$ cat src/rtl/seq_pkg.sv
// Shared constants and types for the serial pattern transmitter and its LFSR filler.
package seq_pkg;

  localparam int          PAT_LEN             = 7;
  localparam logic [6:0]  SEQ_PATTERN_DEFAULT = 7'b1101100;
  localparam logic [2:0]  IDX_FIRST           = 3'd6;
  localparam logic [2:0]  IDX_LAST            = 3'd0;

  // x^7 + x^6 + 1: feedback taps on bits 6 and 5 of a left-shifting register
  localparam logic [6:0]  LFSR_SEED           = 7'h5A;
  localparam logic [6:0]  LFSR_TAPS           = 7'b1100000;

  typedef enum logic [1:0] {
    ST_IDLE = 2'd0,
    ST_SEND = 2'd1,
    ST_GAP  = 2'd2,
    ST_DONE = 2'd3
  } tx_state_e;

  function automatic logic lfsr_feedback(input logic [6:0] q, input logic [6:0] taps);
    return ^(q & taps);
  endfunction

endpackage

$ cat src/rtl/seq_lfsr7.sv
// 7-bit Fibonacci LFSR with enable; shifts left and exposes bit 0 as the filler bit.
module seq_lfsr7
  import seq_pkg::*;
(
  input  logic clk,
  input  logic rst_n,
  input  logic en,
  output logic fill
);

  logic [6:0] q_r;

  // Shift register; only reset reseeds it
  always_ff @(posedge clk or negedge rst_n) begin
    if (!rst_n) begin
      q_r <= LFSR_SEED;
    end else if (en) begin
      q_r <= {q_r[5:0], lfsr_feedback(q_r, LFSR_TAPS)};
    end
  end

  assign fill = q_r[0];

endmodule

$ cat src/rtl/seq_pattern_tx.sv
// Serial pattern transmitter: N framed copies of PATTERN with programmable filler gaps.
// Build option SEQ_TX_LFSR_FILL_EN selects LFSR filler bits instead of constant zeros.
module seq_pattern_tx
  import seq_pkg::*;
#(
  parameter logic [6:0] PATTERN = SEQ_PATTERN_DEFAULT,
  parameter int         CNT_W   = 8,
  parameter int         GAP_W   = 4
) (
  input  logic             clk,
  input  logic             rst_n,
  input  logic             start_i,
  input  logic [CNT_W-1:0] count_i,
  input  logic [GAP_W-1:0] gap_i,
  output logic             ready_o,
  output logic             x_o,
  output logic             x_valid_o,
  output logic             frame_o,
  output logic             done_o
);

  localparam logic [CNT_W-1:0] CNT_ZERO = {CNT_W{1'b0}};
  localparam logic [CNT_W-1:0] CNT_ONE  = CNT_W'(1);
  localparam logic [GAP_W-1:0] GAP_ZERO = {GAP_W{1'b0}};
  localparam logic [GAP_W-1:0] GAP_ONE  = GAP_W'(1);

  tx_state_e        state_r, state_s;
  logic [2:0]       idx_r, idx_s;
  logic [CNT_W-1:0] rem_r, rem_s;
  logic [GAP_W-1:0] gap_len_r, gap_len_s;
  logic [GAP_W-1:0] gap_cnt_r, gap_cnt_s;

  logic             fill_s;
  logic             x_s;
  logic             accept_s;

  assign accept_s = start_i && ready_o;

`ifdef SEQ_TX_LFSR_FILL_EN
  logic fill_en_s;

  // The LFSR steps on every edge that launches a gap bit, so each gap bit is a fresh value
  assign fill_en_s = (state_s == ST_GAP);

  seq_lfsr7 u_lfsr (
    .clk   (clk),
    .rst_n (rst_n),
    .en    (fill_en_s),
    .fill  (fill_s)
  );
`else
  assign fill_s = 1'b0;
`endif

  // Next-state logic; state/idx describe the bit that will be on x_o after the edge
  always_comb begin
    state_s   = state_r;
    idx_s     = idx_r;
    rem_s     = rem_r;
    gap_len_s = gap_len_r;
    gap_cnt_s = gap_cnt_r;
    case (state_r)
      ST_IDLE: begin
        if (accept_s) begin
          gap_len_s = gap_i;
          if (count_i == CNT_ZERO) begin
            state_s = ST_DONE;
            rem_s   = CNT_ZERO;
          end else begin
            state_s = ST_SEND;
            idx_s   = IDX_FIRST;
            rem_s   = count_i - CNT_ONE;
          end
        end else begin
          state_s = ST_IDLE;
        end
      end
      ST_SEND: begin
        if (idx_r != IDX_LAST) begin
          idx_s = idx_r - 3'd1;
        end else if (rem_r != CNT_ZERO) begin
          rem_s = rem_r - CNT_ONE;
          if (gap_len_r != GAP_ZERO) begin
            state_s   = ST_GAP;
            gap_cnt_s = gap_len_r - GAP_ONE;
          end else begin
            state_s = ST_SEND;
            idx_s   = IDX_FIRST;
          end
        end else begin
          state_s = ST_DONE;
        end
      end
      ST_GAP: begin
        if (gap_cnt_r != GAP_ZERO) begin
          gap_cnt_s = gap_cnt_r - GAP_ONE;
        end else begin
          state_s = ST_SEND;
          idx_s   = IDX_FIRST;
        end
      end
      ST_DONE: begin
        state_s = ST_IDLE;
      end
      default: begin
        state_s = ST_IDLE;
      end
    endcase
  end

  // Serial data bit decoded from the upcoming state
  always_comb begin
    x_s = 1'b0;
    case (state_s)
      ST_SEND: x_s = PATTERN[idx_s];
      ST_GAP:  x_s = fill_s;
      default: x_s = 1'b0;
    endcase
  end

  // State, counters and registered outputs
  always_ff @(posedge clk or negedge rst_n) begin
    if (!rst_n) begin
      state_r   <= ST_IDLE;
      idx_r     <= 3'd0;
      rem_r     <= CNT_ZERO;
      gap_len_r <= GAP_ZERO;
      gap_cnt_r <= GAP_ZERO;
      ready_o   <= 1'b1;
      x_o       <= 1'b0;
      x_valid_o <= 1'b0;
      frame_o   <= 1'b0;
      done_o    <= 1'b0;
    end else begin
      state_r   <= state_s;
      idx_r     <= idx_s;
      rem_r     <= rem_s;
      gap_len_r <= gap_len_s;
      gap_cnt_r <= gap_cnt_s;
      ready_o   <= (state_s == ST_IDLE);
      x_o       <= x_s;
      x_valid_o <= (state_s == ST_SEND) || (state_s == ST_GAP);
      frame_o   <= (state_s == ST_SEND) && (idx_s == IDX_LAST);
      done_o    <= (state_s == ST_DONE);
    end
  end

endmodule

$ cat config.mk
export PLATFORM = sky130hd
export DESIGN_NAME = seq_pattern_tx
export DESIGN_NICKNAME = d
export VERILOG_FILES = /design/src/rtl/seq_pkg.sv /design/src/rtl/seq_lfsr7.sv /design/src/rtl/seq_pattern_tx.sv
export SDC_FILE = /design/constraint.sdc
export NUM_CORES = 1
export LEC_CHECK = 0
export CAP_MARGIN = 15
export CORE_ASPECT_RATIO = 1.25
export CORE_MARGIN = 4
export CORE_UTILIZATION = 38
export CTS_BUF_LIST = sky130_fd_sc_hd__clkbuf_8
export DETAILED_ROUTE_END_ITERATION = 10
export PLACE_DENSITY = 0.63
export RECOVER_POWER = 25
export SLEW_MARGIN = 20
export SYNTH_ARGS = -nofsm -noshare
export SYNTH_HDL_FRONTEND = slang
export SYNTH_SLANG_ARGS = --single-unit
$ cat constraint.sdc
create_clock -name clk -period 2.55 [get_ports clk]
set_input_delay 0.51 -clock clk [delete_from_list [all_inputs] [get_ports clk]]
set_output_delay 0.51 -clock clk [all_outputs]
set_load 0.02 [all_outputs]
After elaboration in Yosys (flattened, before gate mapping)
Memories as Yosys holds them, arrays and structs flattened.
Cells that the tools add are included.
{"block": "totals", "register_bits": 26, "romBits": 8, "in_bits": 15, "out_inout_bits": 5, "elab_cells": 70, "n_memories": 1}
{"memory": "(name not given)", "words": 8, "width": 1, "rd": 1, "rd_clocked_by_memory_dff": 0, "wr": 0, "line": "seq_pattern_tx.sv:115", "rtl": "ST_SEND: x_s = PATTERN[idx_s];"}
{"block": "op_classes", "add_sub_neg": 5, "order_cmp": 1, "eq_ne": 11, "muxes": 26, "n_reduce_logical": 16}
{"operator": "2-to-1 mux 8 bit", "count": 4}
{"operator": "2-to-1 mux 3 bit", "count": 6}
{"operator": "2-to-1 mux 4 bit", "count": 4}
{"operator": "case mux 8 bit (2 select lines)", "count": 1}
{"operator": "subtractor 8 x 1 -> 8 bit, second input constant", "count": 2}
{"operator": "2-to-1 mux 2 bit", "count": 6}
{"operator": "!= test 2 bit, second input constant", "count": 5}
{"operator": "case mux 3 bit (3 select lines)", "count": 1}
{"operator": "== test 2 bit, second input constant", "count": 4}
{"operator": "zero test 8 bit", "count": 1}
{"operator": "case mux 2 bit (4 select lines)", "count": 1}
{"operator": "case mux 4 bit (2 select lines)", "count": 1}
{"operator": "nonzero test 4 bit", "count": 2}
{"operator": "nonzero test 8 bit", "count": 1}
{"operator": "subtractor 4 x 1 -> 4 bit, second input constant", "count": 2}
{"operator": "AND reduction 5 bit", "count": 1}
{"operator": "== test 2 x 1 -> 1 bit, second input constant", "count": 2}
{"operator": "zero test 2 bit", "count": 2}
{"operator": "less-than comparator 3 x 4 -> 1 bit, second input constant", "count": 1}
{"operator": "AND reduction 4 bit", "count": 1}
{"operator": "nonzero test 2 bit", "count": 2}
{"operator": "zero test 3 bit", "count": 1}
{"operator": "nonzero test 3 bit", "count": 1}
{"operator": "subtractor 3 x 1 -> 3 bit, second input constant", "count": 1}
{"operator": "other kinds (4)", "count": 6}

Depth between registers and ports, before layout
{"block": "logic_depth", "depth_word": 8, "mapped_depth": 9, "ltp_nobuf": 9}

Worst setup path before layout
No wires, ideal clock.
{"block": "synth_timing", "kind": "register to register", "from": "reg rem_r[0]", "to": "reg frame_o", "arrival_time_ns": 2.140, "required_ns": 2.455, "path_slack_ns": 0.315, "path_stages_with_launch": 8, "n_path_buf": 0, "period_less_slack_ns": 2.235, "path_cell_list": "dfrtp_1 -> inv_1 -> ha_1 -> or4b_4 -> o2111a_1 -> o31ai_1 -> ha_1 -> nor4b_2"}
{"block": "synth_via", "elab_chain_len": 6, "word_cells_on_any_way": 10, "classes_between": "eq/ne: 1; mux: 6; reduce/logical: 3"}
{"item": "start, declared", "line": "seq_pattern_tx.sv:29", "rtl": "logic [CNT_W-1:0] rem_r, rem_s;"}
{"item": "start signal, assigned", "line": "seq_pattern_tx.sv:137", "rtl": "rem_r <= rem_s;"}
{"item": "nonzero test 8 bit", "line": "seq_pattern_tx.sv:81", "rtl": "end else if (rem_r != CNT_ZERO) begin"}
{"item": "2-to-1 mux 2 bit", "line": "seq_pattern_tx.sv:81"}
{"item": "2-to-1 mux 2 bit", "line": "seq_pattern_tx.sv:79", "rtl": "if (idx_r != IDX_LAST) begin"}
{"item": "case mux 2 bit (4 select lines)", "line": "seq_pattern_tx.sv:62", "rtl": "case (state_r)"}
{"item": "via state_s[0]", "line": "seq_pattern_tx.sv:27", "rtl": "tx_state_e state_r, state_s;"}
{"item": "== test 2 x 1 -> 1 bit", "line": "seq_pattern_tx.sv:143", "rtl": "frame_o <= (state_s == ST_SEND) && (idx_s == IDX_LAST);"}
{"item": "logical AND 1 bit", "line": "seq_pattern_tx.sv:143"}
{"item": "end signal, assigned", "line": "seq_pattern_tx.sv:143"}
{"item": "end, declared", "line": "seq_pattern_tx.sv:18", "rtl": "output logic frame_o,"}
The timed path passes the listed nets, and every way through them passes these cells.
A chain may end at the register's enable or synchronous reset.

Final worst setup path
Ends and elaborated chain as after synthesis.

==> results.md <==
| Result | Reported | Unit |
|:---|:---|:---|
| Slew headroom | 0.05563 | - |
| Post-detailed-route wirelength per cell | 14.83 | um |
| Die span in x | 67.39 | um |
| Die H | 82.24 | um |
| Launching element type of the critical path | flop | - |
| Final design instance area without fill | 0.002044 | sq mm |
| Max Clock Freq | 0.4192 | GHz |
| Count of flip-flops with a built-in enable after synthesis | 0 | - |
| Final Hold Slack | 0.5289 | ns |
| Via density | 5.476 | - |
| Static power due to leakage | 0.8461 | nW |
| Final-report setup violation count | 0 | - |
| Clock power share | 0.135 | - |
| Number of sinks on the clock net | 26 | - |
| Detail Placement HPWL | 2.922 | mm |
| Number of clock buffers inserted by TritonCTS | 3 | - |
| Final setup margin | 0.1645 | ns |
| Number of nets produced by synthesis | 196 | - |
| Worst supply voltage drop on vdd | 0.5446 | mV |
| Worst setup timing slack at the placement stage | 0.02106 | ns |
| Number of register bits inferred by synthesis | 26 | - |
| Global-route wire length before repair | 6.458 | mm |
| Largest net degree at the start of global routing | 27 | - |
| Biggest fanout along the worst timing path | 5 | - |
| Post-layout nets | 223 | - |
| Max-capacitance violation count | 0 | - |
| Final Instance Count excl. Fillers | 254 | - |
| Remaining design rule violation count | 0 | - |
| Area growth from synthesis to final layout | 22.03 | % |
| Area of placed instances | 0.001977 | sq mm |
| Number of warnings issued by yosys | 0 | - |
| Most frequent cells in the layout | 25 x sky130_fd_sc_hd__dfrtp_1, 18 x sky130_fd_sc_hd__clkdlybuf4s50_1, 15 x sky130_fd_sc_hd__nand2_1 | - |
| Violation count after the first detailed-routing iteration | 51 | - |
| Class of the most critical hold timing path | flop to flop | - |
| Required arrival time at the worst endpoint | 2.72 | ns |
| Antenna cell count | 0 | - |
| Register area share after synthesis | 0.3891 | - |
| Vias in the first global route | 1429 | - |
| Unique masters post-synth | 51 | - |
| Total count of max-transition violations in the final report | 0 | - |
| Longest Clk Path Bufs | 2 | - |
| Count of buffers inserted at the top-level ports | 19 | - |
| Fraction of layout instances using a drive strength above 1 | 0.1566 | - |
| Effective utilization at floorplan | 0.4023 | - |
| Number of detailed-route iterations in the first pass | 4 | - |
| Die Footprint | 0.005542 | sq mm |
| TritonCTS clock tree | yes | - |
| Number of antenna violations at the first check in global routing | 0 | - |
| Busiest layer in global routing | met2 | - |
| Global routing met2 resource utilization | 0.2773 | - |
| Final cell utilization of the core | 0.4910 | - |
| Time the worst path needs with I/O delays and setup | 2.385 | ns |
| Worst EP arrival | 2.56 | ns |
| Clock latency at the later pin of the worst-skew pair | 0.27 | ns |
| Antenna Violating Nets Remaining | 0 | - |
| Switching portion of total power | 0.4160 | - |
| Overall track demand over capacity in global routing | 0.1521 | - |
| Most used flip-flop cell after synthesis | sky130_fd_sc_hd__dfrtp_1 | - |
| Reg power frac | 0.339 | - |
| Number of core rows | 26 | - |
| Category of the critical setup timing path | flop to flop | - |
| Avg Inst Size Synth | 9.740 | sq um |
| Cell area after synthesis | 0.001675 | sq mm |
| Clock edge transition at the registers on the reported setup and hold paths | 0.09 | ns |
| Total wirelength of the detailed-routed design | 3.768 | mm |
| Power dissipated by switching net loads | 1.039 | mW |
| Summed negative setup slack over all endpoints | 0 | ns |
| Cell area power density | 1222 | mW/mm^2 |
| Total Power Consumption | 2.499 | mW |
| Final estimated routing congestion in global placement | 0.8797 | - |
| Hold Vio Cnt, Final | 0 | - |
| Synthesized netlist cell count | 172 | - |
| Leading cell type in the layout, fill and taps excluded | sky130_fd_sc_hd__dfrtp_1 | - |
| Met1 demand-to-capacity share in global routing | 0.1762 | - |
| Kind of end point of the critical path | flop | - |
| Logic pwr share | 0.525 | - |
| Internal power of the cells | 1.460 | mW |
| Met3 global-route usage | 0.02977 | - |
| Instance count after placement with tap cells included | 250 | - |
| Worst Max-Slew Pin Slew | 1.417 | ns |
| I/O pins | 20 | - |
| Outcome | complete, no violations | - |
| Unrepaired setup endpoints after global routing | false | - |
| Post CTS Setup Buffer Count | 0 | - |
| Area of the placeable core | 0.004164 | sq mm |
| Final worst clock skew | 0.003299 | ns |
| Part of the cycle the worst path needs | 0.9355 | - |
| Cts hold-fix bufs | 0 | - |
| Overall via count from detail_route | 1391 | - |
| # H-tree levels | 1 | - |
| Clock tree root buffer cell | sky130_fd_sc_hd__clkbuf_8 | - |
| Share of async-settable or async-resettable flops after synthesis | 1.000 | - |
| Resized Gates After CTS | 0 | - |
| Total congestion overflow after global routing | 0 | - |
[kinds of logic after synthesis]
group | count (synthesis) | share of synthesized area
adder cells (fa/ha/maj) | 9 | 0.06722
XOR/XNOR | 6 | 0.03137
AO/OA/AOI/OAI | 48 | 0.2061
buffers and inverters | 15 | 0.03584
AND/OR/NAND/NOR | 59 | 0.2128
flip-flops | 26 | 0.3891
multiplexers | 9 | 0.05750
[state kept, by name, summed over array words and instances, names as in the netlist]
| register | cells |
|---|---|
| gap_len_r | 4 |
| state_r | 2 |
| x_o | 1 |
| x_valid_o | 1 |
| ready_o | 1 |
| frame_o | 1 |
| rem_r | 8 |
| idx_r | 3 |
| done_o | 1 |
| gap_cnt_r | 4 |
[cell type report]
type,count,area (sq um)
Clock buffer,3,41.29
Clock inverter,1,30.03
Fill cell,434,2120
Inverter,9,33.78
Multi-Input combinational cell,131,963.4
Sequential cell,26,651.9
Tap cell,56,70.07
Timing Repair Buffer,28,254.0
[synth_stat cells, types with 2 or more instances]
master / instances / area share
sky130_fd_sc_hd__a211o_1: 2 / 0.010
sky130_fd_sc_hd__a21oi_1: 6 / 0.018
sky130_fd_sc_hd__a22o_1: 6 / 0.031
sky130_fd_sc_hd__a31oi_1: 2 / 0.0075
sky130_fd_sc_hd__and2_1: 2 / 0.0075
sky130_fd_sc_hd__buf_2: 3 / 0.0090
sky130_fd_sc_hd__clkbuf_1: 2 / 0.0045
sky130_fd_sc_hd__dfrtp_1: 25 / 0.37
sky130_fd_sc_hd__ha_1: 9 / 0.067
sky130_fd_sc_hd__inv_1: 9 / 0.020
sky130_fd_sc_hd__mux2_2: 4 / 0.027
sky130_fd_sc_hd__mux2i_1: 4 / 0.024
sky130_fd_sc_hd__nand2_1: 15 / 0.034
sky130_fd_sc_hd__nand2b_1: 4 / 0.015
sky130_fd_sc_hd__nor2_1: 7 / 0.016
sky130_fd_sc_hd__nor2b_1: 3 / 0.011
sky130_fd_sc_hd__nor3_1: 5 / 0.015
sky130_fd_sc_hd__nor3b_1: 4 / 0.018
sky130_fd_sc_hd__nor4_1: 2 / 0.0075
sky130_fd_sc_hd__o21a_1: 2 / 0.0090
sky130_fd_sc_hd__o21ai_0: 10 / 0.030
sky130_fd_sc_hd__o21ai_2: 2 / 0.010
sky130_fd_sc_hd__o22ai_1: 7 / 0.026
sky130_fd_sc_hd__o31ai_1: 3 / 0.013
sky130_fd_sc_hd__or3_1: 2 / 0.0075
sky130_fd_sc_hd__or4_1: 2 / 0.0090
sky130_fd_sc_hd__or4_4: 2 / 0.013
sky130_fd_sc_hd__xnor2_1: 3 / 0.016
sky130_fd_sc_hd__xor2_1: 3 / 0.016
[path summary, 6_finish.rpt]
| check | depth (start not counted) | slack [ns] | end | from |
|---|---|---|---|---|
| max in group asynchronous | 2 | 0.63 | gap_cnt_r[0] | rst_n |
| hold reg to reg | 1 | 0.53 | rem_r[7] | rem_r[7] |
| setup / recovery | 7 | 0.16 | frame_o | rem_r[0] |
| setup reg to reg | 7 | 0.16 | frame_o | rem_r[0] |
| hold / removal | 1 | 0.53 | rem_r[7] | rem_r[7] |
| min in group asynchronous | 2 | 1.10 | rem_r[0] | rst_n |
[power groups by stage]
stage          clock [mW]  sequential [mW]  combinational (mW)
6_report            0.338            0.848                1.31
4_1_cts             0.350            0.843                1.33
3_5_place_dp            0            0.850                1.32
3_3_place_gp            0            0.833                1.27
2_1_floorplan           0            0.807               0.979
5_1_grt             0.371            0.876                1.48
[worst max-delay path, stage by stage (launching register included)]
cell                       delay (ns)
sky130_fd_sc_hd__dfrtp_1         0.41
sky130_fd_sc_hd__inv_1           0.07
sky130_fd_sc_hd__ha_1            0.19
sky130_fd_sc_hd__or4b_4          0.52
sky130_fd_sc_hd__o2111a_1        0.29
sky130_fd_sc_hd__o31ai_1         0.36
sky130_fd_sc_hd__ha_1            0.24
sky130_fd_sc_hd__nor4b_2         0.21
[metal layers]
layer  routed length (um)  up-vias
met1                 1588      678
li1                     -      684
met4                   61        0
met3                  136        6
met5                    0        -
met2                 1981       23
Note: power is estimated with default switching activity, not from simulation.
==> variant 1 (same flow settings) <==
Build with the macro `SEQ_TX_LFSR_FILL_EN` defined.
--- a/src/rtl/seq_pattern_tx.sv
+++ b/src/rtl/seq_pattern_tx.sv
@@ -1,5 +1,7 @@
 // Serial pattern transmitter: N framed copies of PATTERN with programmable filler gaps.
 // Build option SEQ_TX_LFSR_FILL_EN selects LFSR filler bits instead of constant zeros.
+`define SEQ_TX_LFSR_FILL_EN
+
 module seq_pattern_tx
   import seq_pkg::*;
 #(
Function: changed (Yosys sat finds a counterexample within 10 cycles, from zero or initial values and one cycle with rst_n low).
==> variant 1 against the original RTL <==
- sequential cell count rose by 7
- largest cell class unchanged
- synthesized area rose by 18%
- cell area up 22%
- highest routed layer unchanged
- wire length rose by 7.8%
- via count is 17% higher
- clock skew up 0.0015 ns
- worst setup slack lost 0.0069 ns
Power is left out: it rests on default switching activity, and per cell area and clock period it moved more than threefold.
==> variant 1: results (changes against the original RTL) <==
Parameter                              Value

Clocking
  Maximum level of the CTS H-tree    2 (+1)
  Clk pin slew, worst setup/hold paths    0.07 ns (-0.02 ns)
  Number of buffers created by CTS    5 (+2)

Detailed routing
  Total length of routed met3 wires    153 um (+13%)
  Initial DRC count    108 (+110%)
  Met2 wire length    2084 um (+5.2%)
  Drt total wl    4063 um (+7.8%)

Layout
  Final Instance Count excl. Fillers    306 (+20%)
  Final sequential cell count    33 (+27%)
  Share of the final layout cell area in multi-input gates    43.83% (-3.3 points)
  # nets final    268 (+20%)
  Multi-input gate count    151 (+15%)
  Non-CTS buffers    40 (+43%)
  Fraction of final layout cells sized beyond drive strength 1    22.95% (+7.3 points)
  Filler Cell Count    498 (+15%)
  Number of inverters outside the clock class in the layout    12 (+3)
  Regs by FF count    rem_r: 8 flops, u_lfsr.q_r: 7 flops
  Clock network area share    4.062% (+0.57 points)
  Area of all sequential standard cells    832.0 um2 (+28%)
  Non-clock buffer area fraction after layout    13.84% (+1.4 points)

Run status
  Outcome    complete, no violations

GRT
  GR Util met1    15.35% (-2.3 points)
  Global Route met3 Usage    2.500% (-0.48 points)
  Global-route wire length before repair    7107 um (+10%)
  Vias in the first global route    1657 (+16%)
  Met2 Usage GRT    25.70% (-2.0 points)
  Largest net degree at the start of global routing    34 (+26%)

Setup path
  Max Fanout on Critical Path    9 (+4)

Place
  Post-place setup slack    -0.07053 ns (-0.09159 ns)
  Total placed cells including tap cells    298 (+19%)
  Routability Congestion    0.7695 (-13%)

STA
  Minimum period implied by the final worst setup slack    2.392 ns (+0.006898 ns)
  Worst clock skew on the final layout    0.004790 ns (+0.001491 ns)
  Relative max-transition margin    45.71% (+40 points)

Worst hold path
  Hold path startpoint    u_lfsr.q_r[2]

Yosys
  Part of the Yosys area used for sequential elements    41.96% (+3.0 points)
  Most used standard cells in the synthesized netlist    sky130_fd_sc_hd__dfrtp_1 (28), sky130_fd_sc_hd__nor2_1 (19), sky130_fd_sc_hd__o21ai_0 (16), sky130_fd_sc_hd__a21oi_1 (13), sky130_fd_sc_hd__inv_1 (12)
  Mean post-synth cell area    9.674 um2 (-0.68%)
  Number of distinct library cell variants in the gate-level netlist after synthesis    47 (-7.8%)
-- variant 1: final timing paths --
path	to	depth (start not counted)
min	u_lfsr.q_r[3]	1
max reg2reg	u_lfsr.q_r[2]	9
min in group asynchronous	gap_len_r[2]	2
max in group asynchronous	frame_o	2
min reg2reg	u_lfsr.q_r[3]	1
max	u_lfsr.q_r[2]	9
-- variant 1: cells by family after synthesis --
family | Yosys count | synth area share [%]
buf+inv | 21 | 4.101
compound gates | 58 | 20.76
flops | 33 | 41.96
fa+ha+maj | 10 | 6.309
simple gates | 61 | 15.52
xor+xnor | 7 | 3.092
mux | 15 | 8.265
-- variant 1: per-stage QoR --
step | instance area (um2) | hold slack (ns) | utilization [%]
after detailed placement | 2372 | 0.4981 | 46.70
after CTS | 2474 | 0.5137 | 48.69
after global placement | 2372 | 0.4861 | 46.70
after global routing | 2495 | 0.5348 | 49.11
final | 2495 | 0.5073 | 49.11
after floorplan | 1984 | 0.2144 | -
==> variant 2 (same settings) <==
Without the edit above. The 4 states of `tx_state_e` get a Gray code encoding in 2 bits.
--- a/src/rtl/seq_pkg.sv
+++ b/src/rtl/seq_pkg.sv
@@ -11,10 +11,10 @@
   localparam logic [6:0]  LFSR_TAPS           = 7'b1100000;
 
   typedef enum logic [1:0] {
-    ST_IDLE = 2'd0,
-    ST_SEND = 2'd1,
-    ST_GAP  = 2'd2,
-    ST_DONE = 2'd3
+    ST_IDLE = 2'b00,
+    ST_SEND = 2'b01,
+    ST_GAP  = 2'b11,
+    ST_DONE = 2'b10
   } tx_state_e;
 
   function automatic logic lfsr_feedback(input logic [6:0] q, input logic [6:0] taps);
Check against the original RTL: same outputs for any inputs over 10 cycles, from zero or initial values and one cycle with rst_n low; not proved beyond that.
==> variant 2 against the original RTL <==
- wire length shrank 7.4%
- non-clock buffer count shrank 5
- sequential cell count is the same
- cell area shrank 2.9%
- worst setup slack gained 0.18 ns
- critical path type unchanged
- synthesized area shrank 2.0%
- largest power group unchanged
- core utilization shrank 1.0 points
- power shrank 8.8%
==> variant 2: results (changes against the original RTL) <==
Parameter                              Value

STA
  Hold_ws    0.5189 ns (-0.009989 ns)
  Relative max-transition margin    8.104% (+2.5 points)
  Worst clock skew on the final layout    0.003639 ns (+0.0003396 ns)

GRT
  GR Util met1    16.22% (-1.4 points)
  Global routing usage summed across all routing layers    14.29% (-0.92 points)
  Met2 Usage GRT    26.39% (-1.3 points)
  Global Route met3 Usage    1.915% (-1.1 points)
  Vias in the first global route    1363 (-4.6%)
  Global-route wire length before repair    6030 um (-6.6%)

Setup path
  Worst reg-to-reg setup slack    0.34 ns (+0.18 ns)
  Max incr delay on CP    0.64 ns (+0.12 ns)
  CP top delay family    compound AO/OA/AOI/OAI gates
  CP max stage cell    sky130_fd_sc_hd__dfrtp_1
  Arrival time at the worst endpoint    2.36 ns (-0.20 ns)
  Max Fanout on Critical Path    15 (+10)

Layout
  Filler Cell Count    390 (-10%)
  Final standard cell area without fillers    1986 um2 (-2.9%)
  # nets final    218 (-2.2%)
  Fraction of final layout cells sized beyond drive strength 1    12.24% (-3.4 points)
  Count of antenna diodes in the layout    0 (unchanged)
  Regs by FF count    rem_r: 8 flops, gap_cnt_r: 4 flops, gap_len_r: 4 flops

Clocking
  Setup Fix Bufs, Post-CTS    0 (unchanged)
  Cts repair resizes    0 (unchanged)
  Number of buffers created by CTS    3 (unchanged)
  Clk pin slew, worst setup/hold paths    0.09 ns (about the same)

Place
  Standard cell area after detailed placement    1918 um2 (-3.0%)
  Routability Congestion    0.8549 (-2.8%)
  Detailed placement HPWL    2709 um (-7.3%)
  Number of buffers inserted by port buffering    19 (unchanged)

Yosys
  Most used flip-flop cell after synthesis    sky130_fd_sc_hd__dfrtp_1
  Syn_nets    193 (-1.5%)
  Async set-or-reset flop fraction in the synthesized netlist    100.0% (unchanged)
  Part of the Yosys area used for sequential elements    39.71% (+0.80 points)
  Most used standard cells in the synthesized netlist    sky130_fd_sc_hd__dfrtp_1 (25), sky130_fd_sc_hd__nor2_1 (18), sky130_fd_sc_hd__o21ai_0 (16), sky130_fd_sc_hd__inv_1 (15), sky130_fd_sc_hd__nand2_1 (12)
  Number of distinct library cell variants in the gate-level netlist after synthesis    49 (-3.9%)
  Cell types with the largest area share after synthesis    sky130_fd_sc_hd__dfrtp_1 (38%), sky130_fd_sc_hd__o21ai_0 (4.9%), sky130_fd_sc_hd__ha_1 (4.6%)
  Number of warnings reported in the yosys synthesis log    0 (unchanged)

Run status
  Outcome    complete, no violations

Power and ir drop
  Static leakage power    0.8191 nW (-3.2%)
  IR drop worst, VDD    367.1 uV (-33%)

Detailed routing
  Routed wirelength normalized by instance count    13.84 um (-6.7%)
  Initial DRC count    79 (+55%)
  Post-DR vias/cell    5.377 (-1.8%)
variant 2: changes by cell type after synthesis, sizes merged, moves of 3 or more:
cell	before	now
ha	9	6
a21oi	7	10
o21ai	12	16
nand2b	5	1
nand2	15	12
inv	9	15
a22oi	0	3
nor2	7	19
or4	4	1
a22o	6	1
and2	4	0
o22ai	7	0
variant 2: through the flow:
stage	total power, mW	setup slack, ns	std cells
2_1_floorplan	1.615	0.6284	172
3_3_place_gp	1.891	0.1871	248
3_5_place_dp	1.937	0.1571	248
4_1_cts	2.292	0.3631	252
5_1_grt	2.488	0.05257	252
6_report	2.280	0.3438	252
variant 2: worst register-to-register path, cell delays in order, from the launching register on:
cell	delay, ns
sky130_fd_sc_hd__dfrtp_1	0.64
sky130_fd_sc_hd__nand2_1	0.38
sky130_fd_sc_hd__o31ai_1	0.47
sky130_fd_sc_hd__a21oi_1	0.16
sky130_fd_sc_hd__o41ai_2	0.31
sky130_fd_sc_hd__o31ai_1	0.13
variant 2: area by class of cell:
type                       instances  share of cell area (%)
tap                               56                   3.529
clock buffer                       3                   2.079
clock inverter                     1                   1.512
timing repair buffer              23                   10.90
multi-input combinational        128                   46.31
inverter                          15                   2.836
sequential                        26                   32.83
variant 2: layer usage:
metal	vias to the layer above	routed length, um	part of all wire [%]
li1	677	-	-
met1	643	1445	41
met2	31	1885	54
met3	4	111	3.2
met4	0	45	1.3
met5	-	0	0
variant 2: cell families (layout without fill, tap and decap cells):
kind of cell	count (synthesis)	count (layout)	synth area share, %
adder cells (fa/ha/maj)	6	6	4.573
AND/OR/NAND/NOR	58	58	21.87
flip-flops	26	26	39.71
AO/OA/AOI/OAI	49	49	20.50
XOR/XNOR	6	6	3.202
buffers and inverters	18	42	4.268
multiplexers	9	9	5.869
variant 2: power breakdown:
group          switching, mW  internal, mW  total (mW)
Combinational          0.631         0.506        1.14
Clock                  0.135         0.210       0.345
Sequential             0.200         0.598       0.798
variant 2: path summary, 6_finish.rpt:
path / startpoint / end / cells after the start
max in group asynchronous: rst_n / rem_r[5] / 2
setup reg to reg: state_r[0] / gap_cnt_r[3] / 5
hold reg to reg: rem_r[1] / rem_r[1] / 2
hold / removal: rem_r[1] / rem_r[1] / 2
min in group asynchronous: rst_n / gap_cnt_r[3] / 2
setup / recovery: state_r[0] / gap_cnt_r[3] / 5
